[src/rtl/alarm_ctrl.sv]
// Time-of-day keeper with button-driven time/alarm setting and a self-cancelling alarm.
// All outputs are registered and respond one clock after the input pulse.
module alarm_ctrl #(
    parameter int RING_SECS = 60
) (
    input  logic       clk,
    input  logic       reset_sync,
    input  logic       sec_inc,
    input  logic       btn_mode,
    input  logic       btn_up,
    input  logic       alarm_off,
    output logic       sec_clr,
    output logic [4:0] hours,
    output logic [5:0] minutes,
    output logic [5:0] seconds,
    output logic [4:0] alarm_hours,
    output logic [5:0] alarm_minutes,
    output logic       alarm_en,
    output logic       alarm_ring,
    output logic [2:0] mode
);

    // state      | meaning
    // RUN        | normal timekeeping; btn_up toggles alarm_en; alarm may trigger
    // SET_HR     | btn_up advances hours; seconds held at 0, counter cleared
    // SET_MIN    | btn_up advances minutes; seconds held at 0, counter cleared
    // SET_AL_HR  | btn_up advances alarm_hours; time keeps running
    // SET_AL_MIN | btn_up advances alarm_minutes; time keeps running
    typedef enum logic [2:0] {
        RUN        = 3'd0,
        SET_HR     = 3'd1,
        SET_MIN    = 3'd2,
        SET_AL_HR  = 3'd3,
        SET_AL_MIN = 3'd4
    } mode_t;

    localparam logic [5:0] RING_LOAD = 6'(RING_SECS);

    mode_t      state, state_nxt;
    logic [5:0] ring_cnt;

    logic       up_ok;
    logic       timekeep;
    logic       trigger;
    logic       ring_cancel;
    logic [4:0] tk_hr;
    logic [5:0] tk_min;
    logic [5:0] tk_sec;

    always_ff @(posedge clk) begin
        if (reset_sync) begin
            state <= RUN;
        end else begin
            state <= state_nxt;
        end
    end

    always_comb begin
        state_nxt = state;
        case (state)
            RUN:        if (btn_mode) state_nxt = SET_HR;
            SET_HR:     if (btn_mode) state_nxt = SET_MIN;
            SET_MIN:    if (btn_mode) state_nxt = SET_AL_HR;
            SET_AL_HR:  if (btn_mode) state_nxt = SET_AL_MIN;
            SET_AL_MIN: if (btn_mode) state_nxt = RUN;
            default:    state_nxt = RUN;
        endcase
    end

    assign mode = state;

    // A mode press swallows a coincident up press.
    assign up_ok    = btn_up && !btn_mode;
    assign timekeep = sec_inc && (state == RUN || state == SET_AL_HR || state == SET_AL_MIN);

    always_comb begin
        tk_hr  = hours;
        tk_min = minutes;
        tk_sec = seconds;
        if (seconds == 6'd59) begin
            tk_sec = 6'd0;
            if (minutes == 6'd59) begin
                tk_min = 6'd0;
                tk_hr  = (hours == 5'd23) ? 5'd0 : hours + 5'd1;
            end else begin
                tk_min = minutes + 6'd1;
            end
        end else begin
            tk_sec = seconds + 6'd1;
        end
    end

    // Trigger looks at the pre-toggle alarm_en; a toggle to 0 in the same cycle cancels.
    assign trigger = timekeep && (state == RUN) && alarm_en && (tk_sec == 6'd0)
                     && (tk_hr == alarm_hours) && (tk_min == alarm_minutes);

    assign ring_cancel = alarm_off || btn_mode || ((state == RUN) && up_ok && alarm_en);

    always_ff @(posedge clk) begin
        if (reset_sync) begin
            hours   <= 5'd0;
            minutes <= 6'd0;
            seconds <= 6'd0;
        end else begin
            if (timekeep) begin
                hours   <= tk_hr;
                minutes <= tk_min;
                seconds <= tk_sec;
            end
            if (state == SET_HR && up_ok) begin
                hours <= (hours == 5'd23) ? 5'd0 : hours + 5'd1;
            end
            if (state == SET_MIN && up_ok) begin
                minutes <= (minutes == 6'd59) ? 6'd0 : minutes + 6'd1;
            end
            if (state_nxt == SET_HR || state_nxt == SET_MIN) begin
                seconds <= 6'd0;
            end
        end
    end

    always_ff @(posedge clk) begin
        if (reset_sync) begin
            alarm_hours   <= 5'd0;
            alarm_minutes <= 6'd0;
            alarm_en      <= 1'b0;
            sec_clr       <= 1'b0;
        end else begin
            if (state == SET_AL_HR && up_ok) begin
                alarm_hours <= (alarm_hours == 5'd23) ? 5'd0 : alarm_hours + 5'd1;
            end
            if (state == SET_AL_MIN && up_ok) begin
                alarm_minutes <= (alarm_minutes == 6'd59) ? 6'd0 : alarm_minutes + 6'd1;
            end
            if (state == RUN && up_ok) begin
                alarm_en <= !alarm_en;
            end
            sec_clr <= (state_nxt == SET_HR) || (state_nxt == SET_MIN);
        end
    end

    // Ring timer counts down on sec_inc; terminal count ends the ring.
    always_ff @(posedge clk) begin
        if (reset_sync) begin
            alarm_ring <= 1'b0;
            ring_cnt   <= 6'd0;
        end else if (ring_cancel) begin
            alarm_ring <= 1'b0;
            ring_cnt   <= 6'd0;
        end else if (trigger) begin
            alarm_ring <= 1'b1;
            ring_cnt   <= RING_LOAD;
        end else if (alarm_ring && sec_inc) begin
            if (ring_cnt <= 6'd1) begin
                alarm_ring <= 1'b0;
                ring_cnt   <= 6'd0;
            end else begin
                ring_cnt <= ring_cnt - 6'd1;
            end
        end
    end

endmodule

[config.mk]
export PLATFORM = sky130hd
export DESIGN_NAME = alarm_ctrl
export DESIGN_NICKNAME = d
export VERILOG_FILES = /design/src/rtl/alarm_ctrl.sv
export SDC_FILE = /design/constraint.sdc
export NUM_CORES = 1
export LEC_CHECK = 0
export ABC_CLOCK_PERIOD_IN_PS = 5800
export BUFFER_PORTS_ARGS = -buffer_cell sky130_fd_sc_hd__buf_4
export CAP_MARGIN = 20
export CORE_ASPECT_RATIO = 0.7
export CORE_MARGIN = 2
export CORE_UTILIZATION = 40
export CTS_CLUSTER_DIAMETER = 50
export DETAILED_ROUTE_END_ITERATION = 8
export SYNTH_ARGS = -nofsm -noshare
export SYNTH_HDL_FRONTEND = slang
export SYNTH_SLANG_ARGS = --single-unit
[constraint.sdc]
create_clock -name clk -period 5.8 [get_ports clk]
set_clock_uncertainty 0.1 [all_clocks]
set_input_delay 0.87 -clock clk [delete_from_list [all_inputs] [get_ports clk]]
set_output_delay 0.87 -clock clk [all_outputs]
set_load 0.02 [all_outputs]
# Word level (Yosys, flattened, before mapping)
# Index checks and enable logic that the tools add are counted.
dict set report classes {
  reduce_logical 31
  add_sub_neg 6
  eq_ne 13
  mux 24
  magnitude_cmp 1
}
# operator n
set ops {}
lappend ops {{2-to-1 mux 6 bit} 9}
lappend ops {{2-to-1 mux 5 bit} 6}
lappend ops {{adder 6 x 1 -> 6 bit (second input constant)} 3}
lappend ops {{== test 6 bit (second input constant)} 3}
lappend ops {{2-to-1 mux 3 bit} 5}
lappend ops {{one-hot mux 3 bit (5 select lines)} 1}
lappend ops {{logical AND 1 bit} 14}
lappend ops {{adder 5 x 1 -> 5 bit (second input constant)} 2}
lappend ops {{== test 5 bit (second input constant)} 2}
lappend ops {{== test 3 x 2 -> 1 bit (second input constant)} 3}
lappend ops {{nonzero test 2 bit} 4}
lappend ops {{== test 3 x 1 -> 1 bit (second input constant)} 2}
lappend ops {{== test 6 bit} 1}
lappend ops {{less-or-equal comparator 6 x 1 -> 1 bit (second input constant)} 1}
lappend ops {{zero test 6 bit} 1}
lappend ops {{subtractor 6 x 1 -> 6 bit (second input constant)} 1}
lappend ops {{== test 5 bit} 1}
lappend ops {{logical OR 1 bit} 5}
lappend ops {{OR reduction 2 bit} 2}
lappend ops {{== test 3 bit (second input constant)} 1}
lappend ops {{zero test 3 bit} 1}
lappend ops {{2-to-1 mux 1 bit} 3}
lappend ops {{OR reduction 3 bit} 1}
lappend ops {{zero test 1 bit} 2}
lappend ops {{AND reduction 2 bit} 1}
dict set report totals {
  output_inout_bits 34
  in_bits 6
  elab_cells 86
  register_bits 40
}

# Depth between registers and ports, before layout
# Gate-level depths: netlist (run 1).
dict set report depth {
  depth_word 11
  mapped_depth 10
  depth_no_buf 8
}

# Worst setup path before layout (run 1)
# Ideal clock, no wire load.
dict set report synth_timing {
  path_kind {reg2reg}
  from {register minutes[0]}
  to {register ring_cnt[0]}
  stages_incl_launch_ff 11
  required_ns 5.575
  n_path_buf 2
  setup_time_ns 0.125
  setup_slack_ns 2.821
  period_less_slack_ns 2.979
  arrival_time_ns 2.755
  path_cell_list {dfxtp_1 > ha_1 > buf_2 > and4b_1 > nand4_1 > nand2_1 > o221ai_1 > a2111o_1 > or4_1 > buf_2 > nor3b_1}
}
dict set report synth_between {
  elab_chain_len 7
  elab_cells_between_ends 11
  cone_classes {1 x add/sub; 3 x eq/ne; 4 x mux; 3 x reduce/logical}
}
# item line_no
set synth_lines {}
lappend synth_lines {{start, declared} 14} ;# output logic [5:0] minutes,
lappend synth_lines {{start signal, assigned} 107} ;# minutes <= tk_min;
lappend synth_lines {{start signal, assigned} 114} ;# minutes <= (minutes == 6'd59) ? 6'd0 : minutes + 6'd1;
lappend synth_lines {{branches (longest 5 deep; another with adder 6 x 1 -> 6 bit)} --}
lappend synth_lines {{logical AND 1 bit *} 95} ;# && (tk_hr == alarm_hours) && (tk_min == alarm_minutes);
lappend synth_lines {{OR reduction 3 bit (no source line) *} --}
lappend synth_lines {{end signal, assigned} 158} ;# ring_cnt <= ring_cnt - 6'd1;
lappend synth_lines {{end, declared} 40} ;# logic [5:0] ring_cnt;
# Mark *: on every way between the ends.
# A chain may end at the register's enable or synchronous reset.

# Worst setup path after layout (run 1)
dict set report layout_timing {
  from {register minutes[1]}
  to {register ring_cnt[1]}
}
# The elaborated chain is that of the path after synthesis.

==> results.rst, run 1 <==
.. list-table::
   :header-rows: 1

   * - Metric
     - Value
   * - Finished Core Util
     - 49.1%
   * - Clock Sink Count
     - 40
   * - Cell types occupying the most area after synthesis
     - sky130_fd_sc_hd__dfxtp_1, sky130_fd_sc_hd__mux2i_1, sky130_fd_sc_hd__xor2_1, sky130_fd_sc_hd__nor2_1, sky130_fd_sc_hd__a21oi_1
   * - Series of cell instances along the critical path
     - ha_1 > and4b_1 > nand4_1 > nand2_1 > o221ai_1 > a2111o_1 > or4_1 > nor3b_1
   * - Fin. Hold Viols
     - 0
   * - Slew Viols, Final
     - 0
   * - Number of failing setup endpoints in the final timing report
     - 0
   * - Maximum number of pins on one net before global-route repair
     - 26
   * - Sum of negative setup slack
     - 0 ns
   * - Post-detailed-route count of antenna-violating nets
     - 0
   * - Worst min path class
     - flip-flop to flip-flop
   * - Fill cell instance count of the final layout
     - 586
   * - Largest stage delay on the critical path
     - 0.67 ns
   * - Global-route wire length before repair
     - 9980 um
   * - DRC errors left
     - 0
   * - CP Class
     - flip-flop to flip-flop
   * - Net count, final
     - approximately 350
   * - Worst EP required
     - 5.87 ns
   * - Die area
     - approximately 6800 um^2
   * - Bufs on Longest Clock Path
     - 2
   * - Count of maximum capacitance violations
     - 0
   * - Vias per std cell
     - 5.55
   * - RSZ-0062 raised after global routing
     - false
   * - CP bufs+invs
     - 0
   * - Insertion delay to the later sink of the worst-skew pair
     - 0.29 ns
   * - Core region area
     - 5840 um^2
   * - Vertical die dimension
     - 69.8 um
   * - Worst Path Arrival
     - 3.45 ns
   * - Mapped Area
     - around 2500 um^2
   * - Worst-path cell with the longest stage delay
     - sky130_fd_sc_hd__or4_1
   * - Gpl congestion
     - 0.837
   * - Number of diodes
     - 0
   * - Sequential cell area fraction in the yosys report
     - 32.4%
   * - Horiz. Die Dim
     - 98.0 um
   * - Gr usage total
     - 17.7%
   * - Leading register cell type out of synthesis
     - sky130_fd_sc_hd__dfxtp_1
   * - Async SR Flop Fraction
     - 0%
   * - Result of the run
     - complete, no violations
   * - Area growth from synthesis to layout
     - 16.1%
   * - Largest fanout on the critical path
     - 10
   * - Number of instances resized during post-cts repair
     - 0
   * - Remaining global-route overflow
     - 0
   * - Layout cell share with drive strength beyond 1
     - 15.2%
   * - Half-perimeter wire length after detailed placement
     - 4400 um
   * - Cell type with the highest aggregate area in the netlist
     - sky130_fd_sc_hd__dfxtp_1
   * - Wire length reported by the detailed router
     - approximately 6000 um
   * - DRT iter0 DRCs
     - 132
   * - Share of the clock period used by the worst path after layout
     - 58.2%
   * - Initial antenna violation count
     - 0
   * - Buffers added on ports
     - 39
   * - Number of vias after detailed routing
     - 2,275
   * - CTS tree
     - built
   * - Worst IR drop on VDD
     - around 110 uV
   * - Clock buffer count from CTS
     - 5
   * - # H-tree levels
     - 2
   * - Row count
     - 23
   * - Routed len/inst
     - 14.6 um
   * - Avg Synthesized Cell Area
     - 7.98 um^2
   * - Via count of the first global-routing pass
     - 2,030
   * - Worst setup SP type
     - flip-flop
   * - Hold buffer count at cts
     - 0
   * - Pre-CTS setup slack
     - 2.51 ns
   * - 1st-pass router iterations
     - 4
   * - YS warnings
     - 0
   * - Clock transition time at the flip-flop clock pins of the worst setup and hold paths
     - 0.08 ns
   * - Power density relative to cell area
     - approximately 200 nW/um^2
   * - Yosys top cell area share
     - 32.4%
   * - Max Clk Rate
     - 296 MHz
   * - Kind of end point of the critical path
     - flip-flop
   * - Post-synthesis register bit count
     - 40
   * - Post-Syn Instances
     - 310
   * - CTS Root Cell
     - sky130_fd_sc_hd__clkbuf_8
   * - P_leak
     - about 1.1 nW
   * - Initial Util
     - a little over two fifths
   * - Kind of cell with the highest combined delay on the critical path
     - simple AND/OR/NAND/NOR gates
   * - Unique cell type count in the Yosys netlist
     - 52
   * - Setup Fix Bufs, Post-CTS
     - 0
   * - Transition time at the pin with the least slew margin
     - 0.714 ns
   * - Worst path setup slack after routing
     - approximately 2.4 ns
   * - Number of flops mapped to enable cells by yosys
     - 0
   * - Number of top-level design ports
     - 40
   * - Clock period minus final worst setup slack
     - between 3 and 4 ns
   * - Syn_nets
     - 323
   * - Worst slew margin relative to its limit
     - 52.1%
[cell families after synthesis]
group | count (synthesis) | share of synthesized area, %
adders and majority gates | 7 | 3.54
muxes | 15 | 6.12
buffers and inverters | 27 | 4.66
AOI/OAI and AO/OA | 63 | 16.7
xor gates and xnor gates | 23 | 8.15
and+or+nand+nor | 135 | 28.5
DFF | 40 | 32.4
[routing by layer]
metal | vias up | global-route usage (%) | part of all wire, %
met1 | 1042 | 28.4 | 56
li1 | 1178 | - | -
met5 | - | 0 | 0
met2 | 50 | 23.3 | 38
met3 | 5 | 3.63 | 5.2
met4 | 0 | 4.17 | 0.75
[cell usage in the layout, fill, tap and decap left out, drive strengths merged, types with 3 or more instances in the layout]
cell type,count
a21oi,24
a311oi,4
a31oi,5
and2,3
and3,4
buf,39
clkbuf,6
dfxtp,40
ha,7
inv,5
mux2i,14
nand2,27
nand2b,3
nand3,11
nand4,6
nand4b,4
nor2,35
nor2b,7
nor3,14
nor3b,4
nor4,4
o211ai,3
o21a,4
o21ai,9
or4,4
xnor2,7
xor2,16
[flip-flops by register name (all words and copies together), names as in the netlist]
name           count
ring_cnt           6
hours              5
minutes            6
alarm_en           1
mode               3
alarm_minutes      6
sec_clr            1
seconds            6
alarm_hours        5
alarm_ring         1
[worst min-delay path: cells and delay by family (launching register included)]
family / cells / cell delay (ns)
flip-flops: 1 / 0.33
AND/OR/NAND/NOR: 1 / 0.06
AO/OA/AOI/OAI: 1 / 0.05
[cell type report]
class | instances | area [um^2] | share of cell area (%)
inverter | 5 | 18.8 | 0.654
tap | 75 | 93.8 | 3.27
clock buffer | 6 | 72.6 | 2.53
timing repair buffer | 39 | 293 | 10.2
multi-input combinational | 243 | 1560 | 54.2
clock inverter | 2 | 35.0 | 1.22
sequential | 40 | 801 | 27.9
[report_power, final]
group	leakage (nW)	switching, mW	internal (mW)
logic	0.734	0.0284	0.0198
clock network	0.0552	0.0983	0.128
registers	0.323	0.00825	0.279
[final timing paths]
path / depth (start not counted) / start / end / slack, ns
min: 2 / alarm_hours[3] / alarm_hours[3] / 0.38
max: 8 / minutes[1] / ring_cnt[1] / 2.43
max reg2reg: 8 / minutes[1] / ring_cnt[1] / 2.43
min reg2reg: 2 / alarm_hours[3] / alarm_hours[3] / 0.38
[per-stage QoR]
step           std cells  total power, mW  hold WS [ns]  cell area, um^2
3_3_place_gp         402            0.342         0.371             2760
5_1_grt              410            0.586         0.417             2870
6_report             410            0.562         0.382             2870
4_1_cts              410            0.569         0.384             2870
3_5_place_dp         402            0.342         0.365             2760
2_1_floorplan        310            0.326         0.389             2470
[cell usage after synthesis, types with 2 or more instances]
cell and n:
sky130_fd_sc_hd__nor2_1 34, sky130_fd_sc_hd__buf_4 2, sky130_fd_sc_hd__or4_1 4, sky130_fd_sc_hd__nand4b_1 4, sky130_fd_sc_hd__and3_1 4, sky130_fd_sc_hd__o21bai_1 2
sky130_fd_sc_hd__buf_2 5, sky130_fd_sc_hd__o21ai_0 5, sky130_fd_sc_hd__a311oi_1 4, sky130_fd_sc_hd__clkbuf_1 15, sky130_fd_sc_hd__xor2_1 16, sky130_fd_sc_hd__nor3_1 14
sky130_fd_sc_hd__nor4_1 4, sky130_fd_sc_hd__nand2b_1 3, sky130_fd_sc_hd__nand2_1 26, sky130_fd_sc_hd__a31oi_1 5, sky130_fd_sc_hd__o21ai_1 4, sky130_fd_sc_hd__nand4_1 6
sky130_fd_sc_hd__o211ai_1 3, sky130_fd_sc_hd__mux2i_1 14, sky130_fd_sc_hd__dfxtp_1 40, sky130_fd_sc_hd__a21oi_1 24, sky130_fd_sc_hd__nor2b_1 7, sky130_fd_sc_hd__nand3b_1 2
sky130_fd_sc_hd__ha_1 7, sky130_fd_sc_hd__nand3_1 11, sky130_fd_sc_hd__xnor2_1 7, sky130_fd_sc_hd__and2_1 3, sky130_fd_sc_hd__inv_1 5, sky130_fd_sc_hd__nor3b_1 4
sky130_fd_sc_hd__o21a_1 3, sky130_fd_sc_hd__and4_1 2, sky130_fd_sc_hd__o2111ai_1 2
No activity file was read; power rests on OpenSTA's default activity.
==> run 2, diff against run 1 <==
--- a/config.mk
+++ b/config.mk
@@ -5,7 +5,7 @@
 export SDC_FILE = /design/constraint.sdc
 export NUM_CORES = 1
 export LEC_CHECK = 0
-export ABC_CLOCK_PERIOD_IN_PS = 5800
+export ABC_CLOCK_PERIOD_IN_PS = 3200
 export BUFFER_PORTS_ARGS = -buffer_cell sky130_fd_sc_hd__buf_4
 export CAP_MARGIN = 20
 export CORE_ASPECT_RATIO = 0.7
==> constraint.sdc (replaced) <==
create_clock -name clk -period 3.2 [get_ports clk]
set_clock_uncertainty 0.1 [all_clocks]
set_input_delay 0.48 -clock clk [delete_from_list [all_inputs] [get_ports clk]]
set_output_delay 0.48 -clock clk [all_outputs]
set_load 0.02 [all_outputs]
==> run 2 against run 1 <==
  * Clock power up 100%
  * Sequential power up 80%
  * Setup slack worse by 2.2 ns
  * Via count up 4.3%
  * Sequential share of layout area down 1.1 points
  * Hold slack better by 0.0037 ns
  * Clock-buffer cell count up 1
  * Die area unchanged
  * Fmax up 13%
  * Cell area up 4.1%
  * Critical path type unchanged
  * Critical endpoint unchanged
  * Largest cell class unchanged
==> results.rst, run 2 (synthesis results as in run 1) <==
.. list-table::
   :header-rows: 1

   * - Metric
     - Value
   * - Result of the run
     - complete, no violations
   * - Power density relative to cell area
     - 359 nW/um^2 (+83%)
   * - RSZ-0062 raised after global routing
     - false
   * - Horiz. Die Dim
     - 98.0 um (unchanged)
   * - CP Class
     - flip-flop to flip-flop
   * - Net Switching
     - 0.249 mW (+84%)
   * - Max Clk Rate
     - 334 MHz (+13%)
   * - Buffers added on ports
     - 39 (unchanged)
   * - Count of maximum capacitance violations
     - 0 (unchanged)
   * - Fill cell instance count of the final layout
     - 575 (-1.9%)
   * - Finished Cell Area
     - 2990 um^2 (+4.1%)
   * - Gr usage total
     - 18.4% (+0.75 points)
   * - Worst IR drop on VDD
     - 156 uV (+36%)
   * - Net count, final
     - 360 (+3.7%)
   * - Gpl congestion
     - 0.899 (+7.4%)
   * - Largest stage delay on the critical path
     - 0.68 ns (about the same)
   * - Wire length reported by the detailed router
     - 6290 um (+5.2%)
   * - Setup Fix Bufs, Post-CTS
     - 0 (unchanged)
   * - Series of cell instances along the critical path
     - ha_1 > nor2b_1 > nand4_1 > buf_4 > mux2i_1 > xnor2_1 > nand4_1 > or4_1 > nor3b_1
   * - Slew Viols, Final
     - 0 (unchanged)
   * - Pre-CTS setup slack
     - 0.229 ns (-2.28 ns)
   * - Worst path setup slack after routing
     - 0.208 ns (-2.22 ns)
   * - Number of vias after detailed routing
     - 2,373 (+4.3%)
   * - Share of the clock period used by the worst path after layout
     - 93.5% (+35 points)
   * - Layout cell share with drive strength beyond 1
     - 19.0% (+3.7 points)
   * - 1st-pass router iterations
     - 4 (unchanged)
   * - Sw Ratio
     - 23.2% (-0.82 points)
   * - Bufs on Longest Clock Path
     - 2 (unchanged)
   * - DRT iter0 DRCs
     - 141 (+6.8%)
   * - Sequential cell fraction of total power
     - 48.2% (-3.0 points)
   * - Remaining global-route overflow
     - 0 (unchanged)
   * - Die area
     - 6840 um^2 (unchanged)
   * - Vertical die dimension
     - 69.8 um (unchanged)
   * - Insertion delay to the later sink of the worst-skew pair
     - 0.29 ns (about the same)
   * - Clock buffer count from CTS
     - 5 (unchanged)
   * - Initial antenna violation count
     - 0 (unchanged)
   * - Most prevalent standard cell on the critical path
     - sky130_fd_sc_hd__nand4_1
   * - Clock Power Share
     - 42.5% (+2.2 points)
   * - P_leak
     - 1.19 nW (+7.0%)
   * - Kind of cell with the highest combined delay on the critical path
     - simple AND/OR/NAND/NOR gates
   * - Transition time at the pin with the least slew margin
     - 0.536 ns (-0.179 ns)
   * - Worst min path class
     - flip-flop to flip-flop
   * - Row count
     - 23 (unchanged)
   * - Clock Sink Count
     - 40 (unchanged)
   * - Part of the power in combinational logic
     - 9.3% (+0.7 points)
   * - Worst-path cell with the longest stage delay
     - sky130_fd_sc_hd__or4_1
   * - Half-perimeter wire length after detailed placement
     - 4660 um (+5.8%)
   * - Vias per std cell
     - 5.61 (+1.1%)
   * - Worst setup SP type
     - flip-flop
   * - Kind of end point of the critical path
     - flip-flop
   * - Worst slew margin relative to its limit
     - 64.0% (+12 points)
   * - Post-detailed-route count of antenna-violating nets
     - 0 (unchanged)
   * - Fin. Hold Viols
     - 0 (unchanged)
   * - Via count of the first global-routing pass
     - 2,047 (+0.84%)
   * - Maximum number of pins on one net before global-route repair
     - 26 (unchanged)
   * - Sum of negative setup slack
     - 0 ns (unchanged)
   * - Largest fanout on the critical path
     - 7 (-3)
   * - Cell-internal power
     - 0.824 mW (+93%)
   * - Clock transition time at the flip-flop clock pins of the worst setup and hold paths
     - 0.08 ns (about the same)
   * - Initial Util
     - 42.3% (unchanged)
   * - Number of failing setup endpoints in the final timing report
     - 0 (unchanged)
   * - Number of top-level design ports
     - 40 (unchanged)
   * - Hold buffer count at cts
     - 0 (unchanged)
   * - Routed len/inst
     - 14.9 um (+2.0%)
   * - CTS tree
     - built
   * - # H-tree levels
     - 2 (unchanged)
   * - CTS Root Cell
     - sky130_fd_sc_hd__clkbuf_8
   * - Most common cell after layout, fill and taps aside
     - sky130_fd_sc_hd__buf_4
   * - CP bufs+invs
     - 1 (+1)
   * - Number of diodes
     - 0 (unchanged)
   * - Area growth from synthesis to layout
     - 20.9%
   * - Worst EP required
     - 3.27 ns (-2.60 ns)
   * - Clock period minus final worst setup slack
     - 2.99 ns (-0.381 ns)
   * - Worst Path Arrival
     - 3.07 ns (-0.38 ns)
   * - DP Area
     - 2860 um^2 (+3.5%)
   * - Core region area
     - 5840 um^2 (unchanged)
   * - DRC errors left
     - 0 (unchanged)
   * - Commonest cells after routing, fill and taps aside
     - sky130_fd_sc_hd__buf_4, sky130_fd_sc_hd__dfxtp_1, sky130_fd_sc_hd__nor2_1
   * - Global-route wire length before repair
     - 10,300 um (+3.2%)
==> run 2: timing repair <==
action | CTS | global route
hold endpoints to repair | 0 | 0
setup endpoints to repair | 0 | 1
resized for setup | 0 | 1
==> run 2: stage by stage <==
stage               instances  total power [mW]  hold slack [ns]  utilization (%)
floorplan                 310             0.590            0.389                -
detailed placement        415             0.629            0.375             49.0
global route              423              1.12            0.404             51.2
CTS                       423              1.09            0.387             51.1
finish                    423              1.07            0.386             51.2
global placement          415             0.628            0.370             49.0
==> run 2: worst register-to-register path: stages, from the launching register on <==
cell and delay [ns]:
sky130_fd_sc_hd__dfxtp_1 0.34, sky130_fd_sc_hd__ha_1 0.25, sky130_fd_sc_hd__nor2b_1 0.35, sky130_fd_sc_hd__nand4_1 0.28, sky130_fd_sc_hd__buf_4 0.24, sky130_fd_sc_hd__mux2i_1 0.18
sky130_fd_sc_hd__xnor2_1 0.15, sky130_fd_sc_hd__nand4_1 0.11, sky130_fd_sc_hd__or4_1 0.68, sky130_fd_sc_hd__nor3b_1 0.20
==> run 2: power groups by stage <==
stage / combinational, mW / sequential, mW / clock [mW]
3_3_place_gp: 0.100 / 0.528 / 0
5_1_grt: 0.109 / 0.518 / 0.496
3_5_place_dp: 0.100 / 0.528 / 0
6_report: 0.0999 / 0.517 / 0.456
4_1_cts: 0.100 / 0.517 / 0.468
2_1_floorplan: 0.0545 / 0.535 / 0
==> run 2: metal layers <==
layer	vias to the layer above	share of wire, %	GRT usage [%]	routed length, um
met3	4	5.7	3.83	361
met2	55	40	23.7	2490
met5	-	0	0	0
li1	1200	-	-	-
met1	1114	54	29.9	3390
met4	0	0.73	4.78	46
==> run 2: path summary, 6_finish.rpt <==
| path | startpoint | cells past startpoint | endpoint | slack [ns] |
|---|---|---|---|---|
| worst max-delay path | seconds[0] | 9 | ring_cnt[1] | 0.21 |
| worst min-delay path | alarm_hours[3] | 2 | alarm_hours[3] | 0.39 |
| worst max register to register | seconds[0] | 9 | ring_cnt[1] | 0.21 |
| worst min register to register | alarm_hours[3] | 2 | alarm_hours[3] | 0.39 |
==> run 2: area by class of cell <==
type	instances	area [um^2]	share of cell area [%]
clock inverters	1	30.0	1.00
well taps	75	93.8	3.14
clock buffers	7	96.3	3.22
multi-input cells	243	1560	52.2
repair buffers	52	390	13.1
flip-flops and latches	40	801	26.8
inverters	5	18.8	0.628
==> run 3, diff against run 2 <==
--- a/config.mk
+++ b/config.mk
@@ -13,6 +13,7 @@
 export CORE_UTILIZATION = 40
 export CTS_CLUSTER_DIAMETER = 50
 export DETAILED_ROUTE_END_ITERATION = 8
+export REMOVE_ABC_BUFFERS = 1
 export SYNTH_ARGS = -nofsm -noshare
 export SYNTH_HDL_FRONTEND = slang
 export SYNTH_SLANG_ARGS = --single-unit
==> run 3 against run 2 <==
  * Setup slack got worse by 0.0094 ns
  * Global-route usage rose by 0.57 points
  * Fmax fell by 0.31%
  * Hold slack got worse by 0.013 ns
  * Critical path depth did not move
  * Combinational power barely moved
  * Total power fell by 1.3%
  * Flip-flop and latch count did not move
  * Non-clock buffer count rose by 3
==> results.rst, run 3 (synthesis results as in run 1) <==
.. list-table::
   :header-rows: 1

   * - Metric
     - Value
   * - CTS tree
     - built
   * - Initial Util
     - 42.3% (unchanged)
   * - Insertion delay to the later sink of the worst-skew pair
     - 0.30 ns (about the same)
   * - Transition time at the pin with the least slew margin
     - 0.625 ns (+0.0894 ns)
   * - Routed len/inst
     - 14.7 um (-0.97%)
   * - Reg2Reg Launch Point
     - seconds[1]
   * - Row count
     - 23 (unchanged)
   * - Reg-to-reg critical path endpoint
     - ring_cnt[1]
   * - Area growth from synthesis to layout
     - 21.6%
   * - Slew Viols, Final
     - 0 (unchanged)
   * - Buffers added on ports
     - 39 (unchanged)
   * - Number of cells on the worst hold path
     - 3 (+1)
   * - Post-detailed-route count of antenna-violating nets
     - 0 (unchanged)
   * - CP Class
     - flip-flop to flip-flop
   * - Fill cell instance count of the final layout
     - 595 (+3.5%)
   * - Number of failing setup endpoints in the final timing report
     - 0 (unchanged)
   * - RSZ-0062 raised after global routing
     - false
   * - Vertical die dimension
     - 69.8 um (unchanged)
   * - Number of top-level design ports
     - 40 (unchanged)
   * - Global routing met1 resource utilization
     - 29.3% (-0.65 points)
   * - P_leak
     - 1.20 nW (+1.2%)
   * - Global-route met2 utilization
     - 25.9% (+2.1 points)
   * - CTS Root Cell
     - sky130_fd_sc_hd__clkbuf_8
   * - Worst setup SP type
     - flip-flop
   * - Power density relative to cell area
     - 352 nW/um^2 (-1.8%)
   * - Gr usage total
     - 19.0% (+0.57 points)
   * - Remaining global-route overflow
     - 0 (unchanged)
   * - Worst reg2reg setup slack
     - 0.20 ns (about the same)
   * - Clock buffer count from CTS
     - 5 (unchanged)
   * - Worst slack on hold paths
     - 0.373 ns (-0.0127 ns)
   * - Worst IR drop on VDD
     - 146 uV (-6.3%)
   * - Initial antenna violation count
     - 0 (unchanged)
   * - DRT iter0 DRCs
     - 111 (-21%)
   * - Max Clk Rate
     - 333 MHz (-0.31%)
   * - Capturing instance or port of the critical path
     - ring_cnt[1]
   * - Wire length reported by the detailed router
     - 6270 um (-0.27%)
   * - Count of maximum capacitance violations
     - 0 (unchanged)
   * - Largest fanout on the critical path
     - 7 (unchanged)
   * - Met3 routing resource usage after global routing
     - 3.83% (unchanged)
   * - Worst EP required
     - 3.29 ns (+0.02 ns)
   * - Finished Cell Area
     - 3010 um^2 (+0.59%)
   * - DRC errors left
     - 0 (unchanged)
   * - Worst slew margin relative to its limit
     - 58.0% (-6.0 points)
   * - Half-perimeter wire length after detailed placement
     - 4690 um (+0.74%)
   * - 1st-pass router iterations
     - 4 (unchanged)
   * - Clock transition time at the flip-flop clock pins of the worst setup and hold paths
     - 0.08 ns (about the same)
   * - # H-tree levels
     - 2 (unchanged)
   * - Net count, final
     - 363 (+0.83%)
   * - Die area
     - 6840 um^2 (unchanged)
   * - Core region area
     - 5840 um^2 (unchanged)
   * - Most common cell after layout, fill and taps aside
     - sky130_fd_sc_hd__buf_4
   * - Gpl congestion
     - 0.873 (-3.0%)
   * - Fin. Hold Viols
     - 0 (unchanged)
   * - Layout cell share with drive strength beyond 1
     - 19.7% (+0.69 points)
   * - Multi-input combinational cell area
     - 1560 um^2 (unchanged)
   * - DP Area
     - 2880 um^2 (+0.53%)
   * - Clock Sink Count
     - 40 (unchanged)
   * - Via count of the first global-routing pass
     - 2,129 (+4.0%)
   * - Worst min path class
     - input port to flip-flop
   * - Commonest cells after routing, fill and taps aside
     - sky130_fd_sc_hd__buf_4, sky130_fd_sc_hd__dfxtp_1, sky130_fd_sc_hd__nor2_1
   * - Maximum number of pins on one net before global-route repair
     - 26 (unchanged)
   * - Kind of end point of the critical path
     - flip-flop
   * - Total area of sequential cells
     - 801 um^2 (unchanged)
   * - Worst Path Arrival
     - 3.09 ns (+0.02 ns)
   * - Vias per std cell
     - 5.59 (-0.37%)
   * - Number of vias after detailed routing
     - 2,381 (+0.34%)
   * - Sum of negative setup slack
     - 0 ns (unchanged)
   * - Horiz. Die Dim
     - 98.0 um (unchanged)
   * - Launch point of the worst path
     - seconds[1]
   * - Clock period minus final worst setup slack
     - 3.00 ns (+0.00937 ns)
   * - Depth of the worst register-to-register path
     - 9 (unchanged)
   * - Result of the run
     - complete, no violations
   * - Share of the clock period used by the worst path after layout
     - 93.8% (+0.29 points)
   * - Number of diodes
     - 0 (unchanged)
   * - Global-route wire length before repair
     - 10,600 um (+3.1%)
   * - Busiest metal layer after global routing
     - met1
   * - Bufs on Longest Clock Path
     - 2 (unchanged)
[run 3: power by group]
group          total (mW)  switching, mW  internal, mW
sequential          0.515        0.00901         0.506
clock               0.444          0.189         0.255
combinational      0.0997         0.0587        0.0410
[run 3: area by class of cell]
cell class | count | share of cell area [%]
clock buffers | 6 | 2.75
clock inverters | 2 | 1.29
inverters | 5 | 0.624
multi-input cells | 243 | 51.9
flip-flops and latches | 40 | 26.6
well taps | 75 | 3.12
repair buffers | 55 | 13.7
[run 3: through the flow]
| step | instances | worst slack, ns | util (%) | power (mW) |
|---|---|---|---|---|
| floorplan | 288 | 0.212 | - | 0.582 |
| global placement | 417 | 0.228 | 49.2 | 0.626 |
| detailed placement | 417 | 0.111 | 49.2 | 0.627 |
| CTS | 425 | 0.0926 | 51.3 | 1.07 |
| global route | 426 | 0.0669 | 51.5 | 1.11 |
| finish | 426 | 0.199 | 51.5 | 1.06 |
[run 3: timing repair]
| action | CTS | global route |
|---|---|---|
| endpoints found under the setup margin | 0 | 7 |
| hold buffers | 0 | 0 |
| setup buffers | 0 | 1 |
| gates resized for setup | 0 | 1 |
[run 3: layer usage]
layer,vias to the layer above,wire [um]
li1,1199,-
met1,1129,3330
met2,45,2580
met3,8,281
met4,0,77
met5,-,0
[run 3: how the worst min path moves through the flow]
stage	from	endpoint	slack, ns
6_report	btn_mode	mode[2]	0.37
3_5_place_dp	alarm_hours[3]	alarm_hours[3]	0.37
2_1_floorplan	ring_cnt[5]	ring_cnt[5]	0.39
5_1_grt	btn_mode	mode[2]	0.37
4_1_cts	btn_mode	mode[2]	0.36
3_3_place_gp	alarm_hours[3]	alarm_hours[3]	0.37
[run 3: critical path: stages, from the launching register on]
cell and delay (ns):
sky130_fd_sc_hd__dfxtp_1 0.43, sky130_fd_sc_hd__ha_1 0.21, sky130_fd_sc_hd__buf_4 0.14, sky130_fd_sc_hd__nand2b_1 0.12
sky130_fd_sc_hd__nor2_2 0.22, sky130_fd_sc_hd__a21oi_1 0.05, sky130_fd_sc_hd__or4_1 0.40, sky130_fd_sc_hd__a2111o_1 0.34
sky130_fd_sc_hd__or4_1 0.65, sky130_fd_sc_hd__nor3b_1 0.20
